### src/rtl/apb_regbank_completer.sv
// APB4 completer with pstrb/pslverr, programmable wait states and a bank of RW/RO registers.
// Latency: pready in T1+WAIT_STATES; wait states stretch the access phase, and psel dropping early aborts it.
module apb_regbank_completer #(
    parameter int                  ADDR_WIDTH  = 32,
    parameter int                  DATA_WIDTH  = 32,
    parameter int                  NUM_REGS    = 8,
    parameter int                  WAIT_STATES = 0,
    parameter logic [NUM_REGS-1:0] RO_MASK     = '0
) (
    input  logic                           clk,
    input  logic                           rst,
    input  logic [ADDR_WIDTH-1:0]          paddr,
    input  logic                           psel,
    input  logic                           penable,
    input  logic                           pwrite,
    input  logic [DATA_WIDTH-1:0]          pwdata,
    input  logic [DATA_WIDTH/8-1:0]        pstrb,
    output logic [DATA_WIDTH-1:0]          prdata,
    output logic                           pready,
    output logic                           pslverr,
    input  logic [NUM_REGS*DATA_WIDTH-1:0] hw_status,
    output logic [NUM_REGS*DATA_WIDTH-1:0] reg_q,
    output logic [NUM_REGS-1:0]            wr_pulse
);

    localparam int STRB_W = DATA_WIDTH / 8;
    localparam int OFS    = $clog2(STRB_W);
    localparam int IDX_W  = (NUM_REGS > 1) ? $clog2(NUM_REGS) : 1;
    localparam logic [ADDR_WIDTH-1:0] ALIGN_MASK = ADDR_WIDTH'((1 << OFS) - 1);
    localparam logic [ADDR_WIDTH-1:0] NUM_REGS_A = ADDR_WIDTH'(NUM_REGS);
    localparam logic [3:0]            CNT_LAST   = (WAIT_STATES == 0) ? 4'd0 : 4'(WAIT_STATES - 1);

    typedef enum logic [1:0] {S_IDLE, S_WAIT, S_DONE} state_t;

    state_t                  state_q, state_d;
    logic [3:0]              cnt_q, cnt_d;
    logic [IDX_W-1:0]        idx_q, idx_d;
    logic                    write_q, write_d;
    logic                    err_q, err_d;
    logic [DATA_WIDTH-1:0]   wdata_q, wdata_d;
    logic [STRB_W-1:0]       strb_q, strb_d;
    logic                    pready_q, pready_d;
    logic                    pslverr_q, pslverr_d;
    logic [DATA_WIDTH-1:0]   prdata_q, prdata_d;
    logic [NUM_REGS-1:0]     wr_pulse_q, wr_pulse_d;
    logic [DATA_WIDTH-1:0]   regs_q [NUM_REGS];
    logic [DATA_WIDTH-1:0]   regs_d [NUM_REGS];

    logic [ADDR_WIDTH-1:0]   dec_idx_full;
    logic [IDX_W-1:0]        dec_idx;
    logic                    dec_in_range;
    logic                    dec_ro;
    logic                    dec_err;

    // Decode of the bus address as presented in the setup cycle.
    always_comb begin
        dec_idx_full = paddr >> OFS;
        dec_in_range = dec_idx_full < NUM_REGS_A;
        dec_idx      = dec_idx_full[IDX_W-1:0];
        dec_ro       = 1'b0;
        for (int i = 0; i < NUM_REGS; i++) begin
            if (dec_in_range && dec_idx == IDX_W'(i)) dec_ro = RO_MASK[i];
        end
        dec_err = (|(paddr & ALIGN_MASK)) | ~dec_in_range | (pwrite & dec_ro);
    end

    logic                  fire_done;
    logic [IDX_W-1:0]      cur_idx;
    logic                  cur_write;
    logic                  cur_err;
    logic [DATA_WIDTH-1:0] rd_lane;

    always_comb begin
        state_d    = state_q;
        cnt_d      = cnt_q;
        idx_d      = idx_q;
        write_d    = write_q;
        err_d      = err_q;
        wdata_d    = wdata_q;
        strb_d     = strb_q;
        regs_d     = regs_q;
        pready_d   = 1'b0;
        pslverr_d  = 1'b0;
        prdata_d   = '0;
        wr_pulse_d = '0;
        fire_done  = 1'b0;

        case (state_q)
            S_IDLE: begin
                if (psel && !penable) begin
                    idx_d   = dec_idx;
                    write_d = pwrite;
                    err_d   = dec_err;
                    wdata_d = pwdata;
                    strb_d  = pstrb;
                    cnt_d   = 4'd0;
                    if (WAIT_STATES == 0) begin
                        state_d   = S_DONE;
                        fire_done = 1'b1;
                    end else begin
                        state_d = S_WAIT;
                    end
                end
            end
            S_WAIT: begin
                if (!psel) begin
                    state_d = S_IDLE;
                end else if (penable) begin
                    if (cnt_q == CNT_LAST) begin
                        state_d   = S_DONE;
                        fire_done = 1'b1;
                    end else begin
                        cnt_d = cnt_q + 4'd1;
                    end
                end
            end
            S_DONE: begin
                state_d = S_IDLE;
                if (psel && penable && pready_q && write_q && !err_q) begin
                    for (int i = 0; i < NUM_REGS; i++) begin
                        if (idx_q == IDX_W'(i)) begin
                            wr_pulse_d[i] = 1'b1;
                            for (int b = 0; b < STRB_W; b++) begin
                                if (strb_q[b]) regs_d[i][8*b +: 8] = wdata_q[8*b +: 8];
                            end
                        end
                    end
                end
            end
            default: state_d = S_IDLE;
        endcase

        // With no wait states the response is built straight from the live decode.
        cur_idx   = (state_q == S_IDLE) ? dec_idx : idx_q;
        cur_write = (state_q == S_IDLE) ? pwrite  : write_q;
        cur_err   = (state_q == S_IDLE) ? dec_err : err_q;
        rd_lane   = '0;
        for (int i = 0; i < NUM_REGS; i++) begin
            if (cur_idx == IDX_W'(i))
                rd_lane = RO_MASK[i] ? hw_status[i*DATA_WIDTH +: DATA_WIDTH] : regs_q[i];
        end
        if (fire_done) begin
            pready_d  = 1'b1;
            pslverr_d = cur_err;
            if (!cur_write && !cur_err) prdata_d = rd_lane;
        end
    end

    always_ff @(posedge clk or posedge rst) begin
        if (rst) begin
            state_q    <= S_IDLE;
            cnt_q      <= 4'd0;
            idx_q      <= '0;
            write_q    <= 1'b0;
            err_q      <= 1'b0;
            wdata_q    <= '0;
            strb_q     <= '0;
            pready_q   <= 1'b0;
            pslverr_q  <= 1'b0;
            prdata_q   <= '0;
            wr_pulse_q <= '0;
            for (int i = 0; i < NUM_REGS; i++) regs_q[i] <= '0;
        end else begin
            state_q    <= state_d;
            cnt_q      <= cnt_d;
            idx_q      <= idx_d;
            write_q    <= write_d;
            err_q      <= err_d;
            wdata_q    <= wdata_d;
            strb_q     <= strb_d;
            pready_q   <= pready_d;
            pslverr_q  <= pslverr_d;
            prdata_q   <= prdata_d;
            wr_pulse_q <= wr_pulse_d;
            regs_q     <= regs_d;
        end
    end

    assign pready   = pready_q;
    assign pslverr  = pslverr_q;
    assign prdata   = prdata_q;
    assign wr_pulse = wr_pulse_q;

    // Read-only lanes are sourced from hw_status, so they present zero to core logic.
    for (genvar g = 0; g < NUM_REGS; g++) begin : g_reg_out
        assign reg_q[g*DATA_WIDTH +: DATA_WIDTH] = RO_MASK[g] ? '0 : regs_q[g];
    end

endmodule
### config.mk
export PLATFORM = sky130hd
export DESIGN_NAME = apb_regbank_completer
export DESIGN_NICKNAME = d
export VERILOG_FILES = /design/src/rtl/apb_regbank_completer.sv
export SDC_FILE = /design/constraint.sdc
export NUM_CORES = 1
export LEC_CHECK = 0
export CAP_MARGIN = 25
export CORE_AREA = 4 4 245 247
export CTS_BUF_LIST = sky130_fd_sc_hd__clkbuf_8
export CTS_CLUSTER_SIZE = 28
export DETAILED_ROUTE_END_ITERATION = 12
export DIE_AREA = 0 0 249 251
export PLACE_DENSITY = 0.57
export SLEW_MARGIN = 20
export SYNTH_ARGS = -nofsm -noshare
export SYNTH_HDL_FRONTEND = slang
export SYNTH_SLANG_ARGS = --single-unit
export TNS_END_PERCENT = 100
### constraint.sdc
create_clock -name clk -period 22.7 [get_ports clk]
set_input_delay 2.27 -clock clk [delete_from_list [all_inputs] [get_ports clk]]
set_output_delay 2.27 -clock clk [all_outputs]
set_load 0.02 [all_outputs]
==> results_dict.tcl <==
set metrics [dict create \
    grt_overflow_total 0 \
    finalWirelength_um 61460 \
    synth_edf_count 0 \
    die_h_um 251 \
    synthFlopType "dfrtp_1" \
    wl_per_cell_um 26.65 \
    worstHoldPathCells 1 \
    core_um2 57590 \
    critical_path_class "primary input to flip-flop" \
    ys_seq_area_share_pct 58.20 \
    antenna_found_initial 3 \
    synthCells 1086 \
    cts_hold_buf 0 \
    ir_drop_uv 42.83 \
    crit_fanout 18 \
    die_x_um 249 \
    cts_max_path_buffers 3 \
    grt_max_degree 152 \
    viasPerCell 4.920 \
    grtUsageTotal_pct 19.15 \
    post-route-min-period_ns 4.977 \
    final.setup.tns_ns 0 \
    hpwlAfterDp_um 42630 \
    critPathCaptureType "flip-flop" \
    drive_gt1_share_pct 29.11 \
    outcome "complete, no violations" \
    fmax_mhz 200.9 \
    cts.clk_slew.worst_paths_ns 0.05 \
    r2r_cells 6 \
    rsz0062_at_grt "false" \
    fin_crit_sh_pct 21.92 \
    first_iter_violations 735 \
    cts_buffers 66 \
    skew_ns 0.03259 \
    hp-start "err_q" \
    syn_area_um2 14620 \
    vias 11350 \
    critical_path.startpoint_type "primary input" \
    ctsResizeCount 0 \
    htreeDepth 3 \
    clock_sinks 340 \
    post-place-ws_ns 17.06 \
    ys_seq_elements 340 \
    synth-async-reset-ratio_pct 100.0 \
    cts-root-buf "clkbuf_8" \
    placed_cells 2189 \
    dieArea_um2 62500 \
    gp_congestion 0.7893 \
    hold_class "flip-flop to flip-flop" \
    nNetsFinal 1823 \
    area_delta_synth_final_pct 41.22 \
    whs_endpoint "err_q" \
    grt_pass1_vias 11860 \
    r2r_slack_ns 19.18 \
    regToRegEndpoint "prdata[28]" \
    grt_pass1_wl_um 87050 \
    final-hold-violation-count 0 \
    cap_viol_max_count 0 \
    top_level_ports 627 \
    drc 0 \
    slew_viol_final 0 \
    cts_tree "yes" \
    clk_latency_ns 0.65 \
    ys_types 50 \
    ant_nets 0 \
    worst_slew_pin_slew_ns 1.213 \
    row_count 88 \
    synth_warnings 0 \
    crit_required_ns 23.14 \
    timing.final.ws_setup_ns 17.72 \
    drtPass1Iterations 5 \
    cts_setup_buffers 0 \
    setup_viol_count_final 0 \
    synthesis.nets 1415 \
    p_per_area_nw_per_um2 68.11 \
    finalPower_w 0.001406 \
    max_slew_margin_pct 18.68 \
    cp.arrival_ns 5.42 \
    leakage_nw 9.272 \
    portBuffers 370 \
    final_cell_count_no_fill 2306 \
    syn_area_per_cell_um2 13.46 \
    reg2reg_from "state_q[1]" \
    start_util_pct 25.38 \
]
## worst max-delay path by stage
stage / from / to / slack [ns] / cells after the start
after CTS: paddr[3] / prdata[28] / 17.74 / 7
after global placement: paddr[3] / prdata[28] / 17.03 / 7
after global routing: paddr[3] / prdata[28] / 17.65 / 7
after floorplan: rst / err_q / 11.01 / 1
final: paddr[3] / prdata[28] / 17.72 / 7
after detailed placement: paddr[3] / prdata[28] / 17.06 / 7
## layout make-up
class,instances,area [um^2]
sequential,340,8508
fill,5651,36940
timing repair buffer,391,3914
antenna,2,5.005
clock inverter,28,166.4
inverter,6,30.03
clock buffer,85,1170
tap,765,957.2
multi-input combinational,689,5893
## worst max-delay path, cell delays in order
cell and delay (ns):
clkdlybuf4s50_1 0.78, inv_1 0.23, o32ai_4 0.67, buf_4 0.46, a221o_1 0.24, o211ai_1 0.10, a221oi_1 0.64
## flip-flops by register name, summed over array words and instances, names as in the netlist
signal,cells
write_q,1
err_q,1
pready,1
idx_q,3
reg_q,256
wr_pulse,8
state_q,1
prdata,32
strb_q,4
pslverr,1
wdata_q,32
## stage by stage
step                      hold slack [ns]  utilization, %  area [um^2]
after floorplan                    0.4426               -        14620
after global placement             0.4524           33.42        19250
after detailed placement           0.4764           33.42        19250
after CTS                          0.4884           35.74        20580
after global routing               0.5191           35.84        20640
final                              0.4854           35.85        20640
## cell families after synthesis
group | after synthesis | share of synthesized area (%)
AO/OA/AOI/OAI | 150 | 8.303
buffers and inverters | 57 | 1.934
flip-flops | 340 | 58.20
multiplexers | 313 | 24.00
AND/OR/NAND/NOR | 226 | 7.558
## routing by layer
| layer | GRT usage, % | vias to the layer above | routed length, um | share of wire (%) |
|---|---|---|---|---|
| li1 | - | 4886 | - | - |
| met1 | 26.44 | 5853 | 28370 | 46 |
| met4 | 4.680 | 4 | 1226 | 2.0 |
| met5 | 0 | - | 22 | 0.036 |
| met2 | 28.65 | 520 | 26480 | 43 |
| met3 | 7.118 | 83 | 5361 | 8.7 |
## Yosys cell counts, drive strengths merged, types with 2 or more instances
| master | n | share of area (%) |
|---|---|---|
| a2111oi | 4 | 0.24 |
| a211o | 2 | 0.12 |
| a21oi | 32 | 1.1 |
| a221o | 4 | 0.27 |
| a221oi | 11 | 0.66 |
| a222oi | 18 | 1.2 |
| a22o | 19 | 1.1 |
| a22oi | 5 | 0.26 |
| a311oi | 18 | 1.1 |
| a31oi | 2 | 0.086 |
| buf | 26 | 1.1 |
| clkbuf | 25 | 0.64 |
| dfrtp | 340 | 58 |
| inv | 6 | 0.15 |
| mux2 | 297 | 23 |
| mux2i | 16 | 1.1 |
| nand2 | 94 | 2.6 |
| nand2b | 21 | 0.90 |
| nand3 | 4 | 0.14 |
| nand4 | 4 | 0.17 |
| nor2 | 51 | 1.3 |
| nor2b | 4 | 0.17 |
| nor3 | 16 | 0.75 |
| nor4 | 6 | 0.26 |
| o211ai | 4 | 0.21 |
| o21a | 2 | 0.10 |
| o21ai | 10 | 0.34 |
| o2bb2ai | 7 | 0.42 |
| o31ai | 2 | 0.29 |
| o32a | 2 | 0.14 |
| o32ai | 5 | 0.45 |
| or3 | 18 | 0.77 |
| or4 | 2 | 0.13 |
## placed cells by master, fill, tap and decap left out, types with 20 or more instances in the layout
| cell | synthesis | routed |
|---|---|---|
| dfrtp_1 | 340 | 340 |
| a21oi_1 | 32 | 32 |
| nand2_1 | 82 | 82 |
| inv_1 | 6 | 20 |
| nand2b_1 | 21 | 21 |
| clkbuf_8 | 0 | 85 |
| clkdlybuf4s50_1 | 0 | 370 |
| nor2_1 | 51 | 50 |
| mux2_2 | 297 | 297 |
## report_power, final
part	internal [W]	total, W	switching [W]
combinational	0.0000497	0.000123	0.0000736
sequential	0.000623	0.000663	0.0000394
clock	0.000347	0.000620	0.000273
No activity file was read; power rests on OpenSTA's default activity.
